--- config.mk ---
export PLATFORM = sky130hd
export DESIGN_NAME = baccarat_dealer_fsm
export DESIGN_NICKNAME = d
export VERILOG_FILES = /design/src/rtl/baccarat_dealer_fsm.sv
export SDC_FILE = /design/constraint.sdc
export NUM_CORES = 1
export LEC_CHECK = 0
export BUFFER_PORTS_ARGS = -buffer_cell sky130_fd_sc_hd__buf_2
export CORE_MARGIN = 1
export CORE_UTILIZATION = 47
export DETAILED_ROUTE_END_ITERATION = 7
export GPL_TIMING_DRIVEN = 0
export PLACE_DENSITY = 0.85
export SYNTH_ARGS = -nofsm -noshare
export SYNTH_HDL_FRONTEND = slang
export SYNTH_SLANG_ARGS = --single-unit
--- constraint.sdc ---
create_clock -name slow_clock -period 1.4 [get_ports slow_clock]
set_input_delay 0.07 -clock slow_clock [delete_from_list [all_inputs] [get_ports slow_clock]]
set_output_delay 0.07 -clock slow_clock [all_outputs]
set_load 0.01 [all_outputs]
--- src/rtl/baccarat_dealer_fsm.sv ---
// -----------------------------------------------------------------------------
// baccarat_dealer_fsm
//
// Deals one Baccarat hand. The block owns the card source (a free-running
// 1..CARD_MAX counter) and the six card registers. It hands the cards to two
// external scorehand instances and reads their totals back. It then applies
// the natural, player-third-card and banker-third-card rules, and finally
// decodes the winner.
//
// Ports
//   slow_clock         : single clock for the whole block
//   resetb             : asynchronous active-low reset
//   step               : advance enable; the FSM acts only on edges with step=1
//   pscore, dscore     : player / banker totals from the scorehands (0-9)
//   next_card          : card that the next step will deal
//   pcard1..3/dcard1..3: card registers, 0 = empty
//   player_win         : pscore >= dscore; meaningful only while done=1
//   dealer_win         : dscore >= pscore; meaningful only while done=1
//   done               : hand complete
// -----------------------------------------------------------------------------
module baccarat_dealer_fsm #(
  parameter int CARD_MAX = 13
) (
  input  logic       slow_clock,
  input  logic       resetb,
  input  logic       step,
  input  logic [3:0] pscore,
  input  logic [3:0] dscore,
  output logic [3:0] next_card,
  output logic [3:0] pcard1,
  output logic [3:0] pcard2,
  output logic [3:0] pcard3,
  output logic [3:0] dcard1,
  output logic [3:0] dcard2,
  output logic [3:0] dcard3,
  output logic       player_win,
  output logic       dealer_win,
  output logic       done
);

  typedef enum logic [2:0] {
    S_DEAL_P1,
    S_DEAL_D1,
    S_DEAL_P2,
    S_DEAL_D2,
    S_CHECK,
    S_BANK3,
    S_DONE
  } state_t;

  state_t     r_state;
  state_t     w_next_state;

  logic [3:0] r_cnt;
  logic [3:0] r_pcard1, r_pcard2, r_pcard3;
  logic [3:0] r_dcard1, r_dcard2, r_dcard3;

  logic       w_ld_p1, w_ld_p2, w_ld_p3;
  logic       w_ld_d1, w_ld_d2, w_ld_d3;
  logic       w_clr;
  logic [3:0] w_v3;
  logic       w_bank_draw;

  // Card source. It runs on every edge, whatever the value of step, and
  // wraps from CARD_MAX back to 1.
  // NOTE: sequential state is written with <= so that every flop samples
  // the values that held before the edge.
  always_ff @(posedge slow_clock or negedge resetb) begin
    if (!resetb) begin
      r_cnt <= 4'd1;
    end else if (r_cnt >= 4'(CARD_MAX)) begin
      r_cnt <= 4'd1;
    end else begin
      r_cnt <= r_cnt + 4'd1;
    end
  end

  // Face cards (codes 10-13) count as zero in the banker's third-card table.
  assign w_v3 = (r_pcard3 >= 4'd10) ? 4'd0 : r_pcard3;

  // Banker tableau. At this point dscore is still the two-card banker total,
  // because dcard3 is empty while the FSM is in BANK3.
  always_comb begin
    w_bank_draw = 1'b0;
    case (dscore)
      4'd0, 4'd1, 4'd2: w_bank_draw = 1'b1;
      4'd3:             w_bank_draw = (w_v3 != 4'd8);
      4'd4:             w_bank_draw = (w_v3 >= 4'd2) && (w_v3 <= 4'd7);
      4'd5:             w_bank_draw = (w_v3 >= 4'd4) && (w_v3 <= 4'd7);
      4'd6:             w_bank_draw = (w_v3 >= 4'd6) && (w_v3 <= 4'd7);
      default:          w_bank_draw = 1'b0;
    endcase
  end

  // Next-state, load strobes and DONE decodes. The load strobes only name
  // the register to fill; they take effect on an edge only when step=1.
  // NOTE: every output of this block gets a default first, so no path can
  // leave a signal unassigned and infer a latch.
  always_comb begin
    w_next_state = r_state;
    w_ld_p1      = 1'b0;
    w_ld_p2      = 1'b0;
    w_ld_p3      = 1'b0;
    w_ld_d1      = 1'b0;
    w_ld_d2      = 1'b0;
    w_ld_d3      = 1'b0;
    w_clr        = 1'b0;
    done         = 1'b0;
    player_win   = 1'b0;
    dealer_win   = 1'b0;
    case (r_state)
      S_DEAL_P1: begin
        w_ld_p1      = 1'b1;
        w_next_state = S_DEAL_D1;
      end
      S_DEAL_D1: begin
        w_ld_d1      = 1'b1;
        w_next_state = S_DEAL_P2;
      end
      S_DEAL_P2: begin
        w_ld_p2      = 1'b1;
        w_next_state = S_DEAL_D2;
      end
      S_DEAL_D2: begin
        w_ld_d2      = 1'b1;
        w_next_state = S_CHECK;
      end
      S_CHECK: begin
        if ((pscore >= 4'd8) || (dscore >= 4'd8)) begin
          w_next_state = S_DONE;
        end else if (pscore <= 4'd5) begin
          w_ld_p3      = 1'b1;
          w_next_state = S_BANK3;
        end else begin
          w_ld_d3      = (dscore <= 4'd5);
          w_next_state = S_DONE;
        end
      end
      S_BANK3: begin
        w_ld_d3      = w_bank_draw;
        w_next_state = S_DONE;
      end
      S_DONE: begin
        done         = 1'b1;
        player_win   = (pscore >= dscore);
        dealer_win   = (dscore >= pscore);
        w_clr        = 1'b1;
        w_next_state = S_DEAL_P1;
      end
      default: begin
        w_next_state = S_DEAL_P1;
      end
    endcase
  end

  always_ff @(posedge slow_clock or negedge resetb) begin
    if (!resetb) begin
      r_state <= S_DEAL_P1;
    end else if (step) begin
      r_state <= w_next_state;
    end
  end

  // Card registers. Each one is written at most once per hand: the FSM
  // visits each load state once, and only the DONE clear empties them.
  always_ff @(posedge slow_clock or negedge resetb) begin
    if (!resetb) begin
      r_pcard1 <= 4'd0;
      r_pcard2 <= 4'd0;
      r_pcard3 <= 4'd0;
      r_dcard1 <= 4'd0;
      r_dcard2 <= 4'd0;
      r_dcard3 <= 4'd0;
    end else if (step) begin
      if (w_clr) begin
        r_pcard1 <= 4'd0;
        r_pcard2 <= 4'd0;
        r_pcard3 <= 4'd0;
        r_dcard1 <= 4'd0;
        r_dcard2 <= 4'd0;
        r_dcard3 <= 4'd0;
      end else begin
        if (w_ld_p1) r_pcard1 <= r_cnt;
        if (w_ld_p2) r_pcard2 <= r_cnt;
        if (w_ld_p3) r_pcard3 <= r_cnt;
        if (w_ld_d1) r_dcard1 <= r_cnt;
        if (w_ld_d2) r_dcard2 <= r_cnt;
        if (w_ld_d3) r_dcard3 <= r_cnt;
      end
    end
  end

  assign next_card = r_cnt;
  assign pcard1    = r_pcard1;
  assign pcard2    = r_pcard2;
  assign pcard3    = r_pcard3;
  assign dcard1    = r_dcard1;
  assign dcard2    = r_dcard2;
  assign dcard3    = r_dcard3;

endmodule
==> impl_metrics.yaml, run 1 <==
routing:
  avgRoutedWirePerCell_um: 14.66
  final_antenna_net_count: 0
  vias: 1590
  drc_errors: 0
  avgViaCountPerCell: 5.427
  drt-pass1-iter-count: 5
  drt_first_iter_violations: 74
  wl_um: 4294
placed_design:
  numPortBuffers: 41
  dp_hpwl_um: 2548
  place.gp.congestion: 0.8708
  pre_cts_ws_ps: -133.1
  dpl_cell_area_mm2: 0.001928
finish:
  layout_commonest_cell: "buf_2"
  layout_common_cells: "buf_2, nand2_1, dfrtp_1"
  final_nets: 264
  fin_area_mm2: 0.002281
  num_antenna_cells: 0
  drive_above_1_share: 0.4049
  areaGrowthSynthToFinish_pct: 36.96
  fin_util: 0.6782
  n_fill_cell: 261
die:
  fp.dieH_um: 61.53
  die_w_um: 61.53
  start_util: 0.4952
  die_area_mm2: 0.003785
  core_mm2: 0.003363
  ios: 42
  row_count: 21
timing:
  finalCriticalPeriod_ps: 1571
  final_max_slew_viol_count: 0
  worst_pin_slew_ps: 676.8
  max_freq_mhz: 636.5
  fin_crit_sh: 1.122
  hold_viol: 0
  setup_slack_ps: -171.0
  setup_viol_count_final: 19
  finalClockSkew_ps: 15.14
  relSlewSlack: 0.5488
  rsz0062_at_grt: "yes"
  setup_tns_ps: -1831
pwr:
  peakVddDrop_mv: 0.9604
  power_mw: 4.316
  p_leak_nw: 1.153
  powerDensity_mw_per_mm2: 1892
synth:
  syn_nets: 196
  avgSynthCellArea_um2: 9.356
  yosysWarningCount: 0
  syn_area_mm2: 0.001665
  synth-edff-count: 0
  yosys_register_bits: 31
  synthFlopType: "dfrtp_1"
  synthCells: 178
  ys_types: 39
  ys_seq_area_frac: 0.4666
  synth-async-reset-ratio: 1.000
clock_tree:
  htreeDepth: 2
  cts.reportedPaths.clkPinSlew_ps: 100
  clock_latency_ps: 340
  root_buffer: "clkbuf_4"
  tritoncts: "built"
  clock_path_buffers: 2
  clkSinkCount: 31
  tritoncts.num_buffers: 5
critical_path:
  start_kind: "flip-flop"
  worstPathRequired_ps: 1680
  crit_path_end_kind: "flip-flop"
  crit_type: "reg -> reg"
  path_max_fanout: 8
  arrival_ps: 1850
min_path:
  hold_path.class: "in -> reg"
flow_run:
  cap_violations: 0
grt:
  grt_pass1_wl_um: 6092
  antenna_found_initial: 0
  grt_pass1_vias: 1328
  grt_start_max_net_pins: 32
  grt_overflow: 0
  grt_usage: 0.2259
outcome:
  status: "finished, violations left"
  violations: "setup timing"
[synth_stat cells, types with 4 or more instances]
library cell	instances	area, um^2
a21oi_1	8	40.04
dfrtp_1	30	750.7
nand3_1	8	40.04
o22ai_1	4	25.02
o21ai_0	11	55.05
mux2i_1	4	40.04
inv_1	14	52.55
ha_1	7	87.58
nand2_1	29	108.9
a22oi_1	6	45.04
o21ai_1	8	40.04
nor2_1	6	22.52
[critical path, cell delays in order (launching register included)]
cell	delay [ps]
dfrtp_1	440
buf_6	140
nor4_4	160
buf_4	160
a21boi_4	180
o211a_4	240
nand3_2	100
o21ai_2	90
[path summary, 6_finish.rpt]
| check | endpoint | slack (ps) | startpoint | cells past startpoint |
|---|---|---|---|---|
| worst max-delay path | pcard3[3]$_DFFE_PN0P_ | -170 | r_state[0]$_DFFE_PN0P_ | 7 |
| worst max register to register | pcard3[3]$_DFFE_PN0P_ | -170 | r_state[0]$_DFFE_PN0P_ | 7 |
| worst min register to register | pcard2[3]$_DFFE_PN0P_ | 480 | pcard2[3]$_DFFE_PN0P_ | 2 |
| worst min-delay path | r_state[0]$_DFFE_PN0P_ | 170 | step | 3 |
| max in group asynchronous | r_state[1]$_DFFE_PN0P_ | 640 | resetb | 2 |
| min in group asynchronous | dcard2[1]$_DFFE_PN0P_ | 290 | resetb | 2 |
[layer usage]
layer | track usage | part of all wire | vias to the layer above
met1 | 0.2905 | 0.44 | 753
met5 | 0 | 0 | -
met4 | 0.09206 | 0.031 | 0
met2 | 0.3625 | 0.48 | 59
met3 | 0.05882 | 0.055 | 14
li1 | - | - | 764
[final cells by class]
| type | count | area [um^2] | share of cell area |
|---|---|---|---|
| plain buffers | 7 | 55.05 | 0.02414 |
| clock buffers | 6 | 51.30 | 0.02249 |
| clock inverters | 2 | 35.03 | 0.01536 |
| inverters | 15 | 56.30 | 0.02468 |
| multi-input cells | 125 | 870.8 | 0.3818 |
| flip-flops and latches | 31 | 779.5 | 0.3417 |
| well taps | 46 | 57.56 | 0.02523 |
| repair buffers | 61 | 375.4 | 0.1646 |
[cell families after synthesis]
family                     Yosys count  synth area share
DFF                                 31            0.4666
and+or+nand+nor                     61            0.1863
buffers and inverters               22           0.05183
muxes                                6           0.03757
adders and majority gates            8           0.05935
AOI/OAI and AO/OA                   50            0.1983
[power by group]
group / switching, mW / leakage, nW / internal, mW / total, mW
combinational: 1.13 / 0.721 / 0.914 / 2.05
clock: 0.314 / 0.0482 / 0.422 / 0.735
sequential: 0.273 / 0.383 / 1.26 / 1.53
[registers in the layout, summed over array words and instances (netlist names)]
signal,flops
dcard3,4
dcard1,4
next_card,4
pcard3,4
dcard2,4
r_state,3
pcard1,4
pcard2,4
[through the flow]
| step | cells | hold WS [ps] |
|---|---|---|
| 4_1_cts | 287 | 157.8 |
| 6_report | 293 | 166.5 |
| 5_1_grt | 293 | 181.8 |
| 3_5_place_dp | 265 | 141.0 |
| 2_1_floorplan | 178 | -225.6 |
| 3_3_place_gp | 265 | 136.8 |
[repair_timing]
action	CTS	global route
endpoints found under the setup margin	20	30
pin swaps	10	8
setup buffers	12	6
hold endpoints to repair	30	0
cloned	1	0
gates resized for setup	22	13
hold buffers	1	0
Power figures use the tool's default switching activity.
==> run 2, diff against run 1 <==
--- a/config.mk
+++ b/config.mk
@@ -5,11 +5,11 @@
 export SDC_FILE = /design/constraint.sdc
 export NUM_CORES = 1
 export LEC_CHECK = 0
+export ABC_CLOCK_PERIOD_IN_PS = 1400
 export BUFFER_PORTS_ARGS = -buffer_cell sky130_fd_sc_hd__buf_2
 export CORE_MARGIN = 1
 export CORE_UTILIZATION = 47
 export DETAILED_ROUTE_END_ITERATION = 7
-export GPL_TIMING_DRIVEN = 0
 export PLACE_DENSITY = 0.85
 export SYNTH_ARGS = -nofsm -noshare
 export SYNTH_HDL_FRONTEND = slang
==> impl_metrics.yaml, run 2 (synthesized netlist as in run 1, its figures left out) <==
outcome:
  status: "finished, violations left"
  violations: "setup timing"
critical_path:
  critical_path.max_stage_delay_ps: 420
  path_max_fanout: 8
  critical_path.cell_chain: "nor4_2, a21boi_2, o211a_4, nand3_2, o21ai_2"
  worstPathRequired_ps: 1680
  r2r-start: "r_state[0]$_DFFE_PN0P_"
  ff2ff_path_depth: 5
  r2r_slack_ps: -80
  worst_r2r_endpoint: "pcard3[3]$_DFFE_PN0P_"
  start_kind: "flip-flop"
  crit_type: "reg -> reg"
  crit_slowest_cell: "dfrtp_1"
  crit_path_end_kind: "flip-flop"
  arrival_ps: 1760
finish:
  seq_area_um2: 778.2
  layout_common_cells: "buf_2, dfrtp_1, nand2_1"
  layout_commonest_cell: "buf_2"
  fin_area_mm2: 0.002263
  areaGrowthSynthToFinish_pct: 35.91
  drive_above_1_share: 0.4251
  multiInputGateArea_um2: 897.1
  n_fill_cell: 280
  final_nets: 264
  num_antenna_cells: 0
placed_design:
  pre_cts_ws_ps: -16.20
  place.gp.congestion: 0.8784
  numPortBuffers: 41
  dp_hpwl_um: 2680
  dpl_cell_area_mm2: 0.002018
timing:
  relSlewSlack: 0.5503
  fin_crit_sh: 1.059
  setup_slack_ps: -82.26
  setup_viol_count_final: 12
  max_freq_mhz: 674.6
  rsz0062_at_grt: "yes"
  worst_pin_slew_ps: 674.6
  setup_tns_ps: -550.2
  finalClockSkew_ps: 11.18
  hold_viol: 0
  final_max_slew_viol_count: 0
  finalCriticalPeriod_ps: 1482
clock_tree:
  clock_latency_ps: 340
  clkSinkCount: 31
  htreeDepth: 2
  tritoncts.num_buffers: 5
  clock_path_buffers: 2
  root_buffer: "clkbuf_4"
  tritoncts: "built"
  cts.reportedPaths.clkPinSlew_ps: 100
flow_run:
  cap_violations: 0
grt:
  grt_start_max_net_pins: 32
  grt_overflow: 0
  grt_usage: 0.2255
  grt_pass1_wl_um: 6009
  antenna_found_initial: 0
  grt_pass1_vias: 1349
routing:
  wl_um: 4178
  met2_length_um: 2149
  drt-pass1-iter-count: 4
  drt_first_iter_violations: 50
  final_antenna_net_count: 0
  vias: 1574
  top_layer_used: "met4"
  met3_wirelength_um: 174
  drt-met1-wl_um: 1748
  avgRoutedWirePerCell_um: 14.26
  drc_errors: 0
  avgViaCountPerCell: 5.372
pwr:
  powerDensity_mw_per_mm2: 1813
  power_mw: 4.103
  p_leak_nw: 1.152
  peakVddDrop_mv: 1.104
die:
  die_area_mm2: 0.003785
  core_mm2: 0.003363
  ios: 42
  row_count: 21
  start_util: 0.4952
  die_w_um: 61.53
  fp.dieH_um: 61.53
min_path:
  hold_path.class: "in -> reg"
  holdCritStartpoint: "step"
  worstHoldEndpoint: "r_state[0]$_DFFE_PN0P_"
  hold_depth: 2
==> run 2: power by group <==
group	total (mW)	switching (mW)	internal (mW)
clock network	0.498	0.303	0.195
registers	1.54	0.281	1.26
logic	2.06	1.12	0.946
==> run 2: worst max-delay path by stage <==
stage | start | endpoint | slack, ps
3_5_place_dp | r_state[0]$_DFFE_PN0P_ | dcard3[3]$_DFFE_PN0P_ | -20
6_report | r_state[0]$_DFFE_PN0P_ | pcard3[3]$_DFFE_PN0P_ | -80
2_1_floorplan | pcard3[3]$_DFFE_PN0P_ | dcard3[0]$_DFFE_PN0P_ | 30
5_1_grt | pcard3[3]$_DFFE_PN0P_ | dcard3[1]$_DFFE_PN0P_ | -180
4_1_cts | r_state[0]$_DFFE_PN0P_ | dcard3[3]$_DFFE_PN0P_ | -60
3_3_place_gp | r_state[0]$_DFFE_PN0P_ | dcard3[3]$_DFFE_PN0P_ | 20
==> run 2: area by class of cell <==
class / count / area share
Tap cell: 46 / 0.02543
Multi-Input combinational cell: 125 / 0.3964
Inverter: 15 / 0.02488
Clock inverter: 1 / 0.002211
Clock buffer: 7 / 0.01990
Sequential cell: 31 / 0.3438
Timing Repair Buffer: 68 / 0.1874
==> run 2: worst max-delay path, delay by kind of cell, from the launching register on <==
| family | cells | cell delay (ps) |
|---|---|---|
| flops | 1 | 420 |
| simple gates | 2 | 380 |
| compound gates | 3 | 610 |
==> run 2: repair_timing <==
item | 4_1_cts | 5_1_grt
setup buffers | 4 | 6
endpoints found under the setup margin | 10 | 25
resized for setup | 8 | 24
hold buffers | 1 | 0
hold endpoints to repair | 30 | 0
cloned | 0 | 0
pin swaps | 3 | 6
==> run 2: per-stage QoR <==
stage / cells / utilization / hold slack (ps)
after CTS: 287 / 0.6369 / 58.58
final: 293 / 0.6730 / 61.26
after detailed placement: 274 / 0.6001 / 140.9
after global placement: 274 / 0.6001 / 133.5
after global routing: 293 / 0.6730 / 91.03
after floorplan: 178 / - / -225.6
==> run 2: layer usage <==
metal,vias up,GRT usage
met5,-,0
met3,9,0.04412
met2,44,0.3733
met4,0,0.1238
met1,759,0.2759
li1,762,-
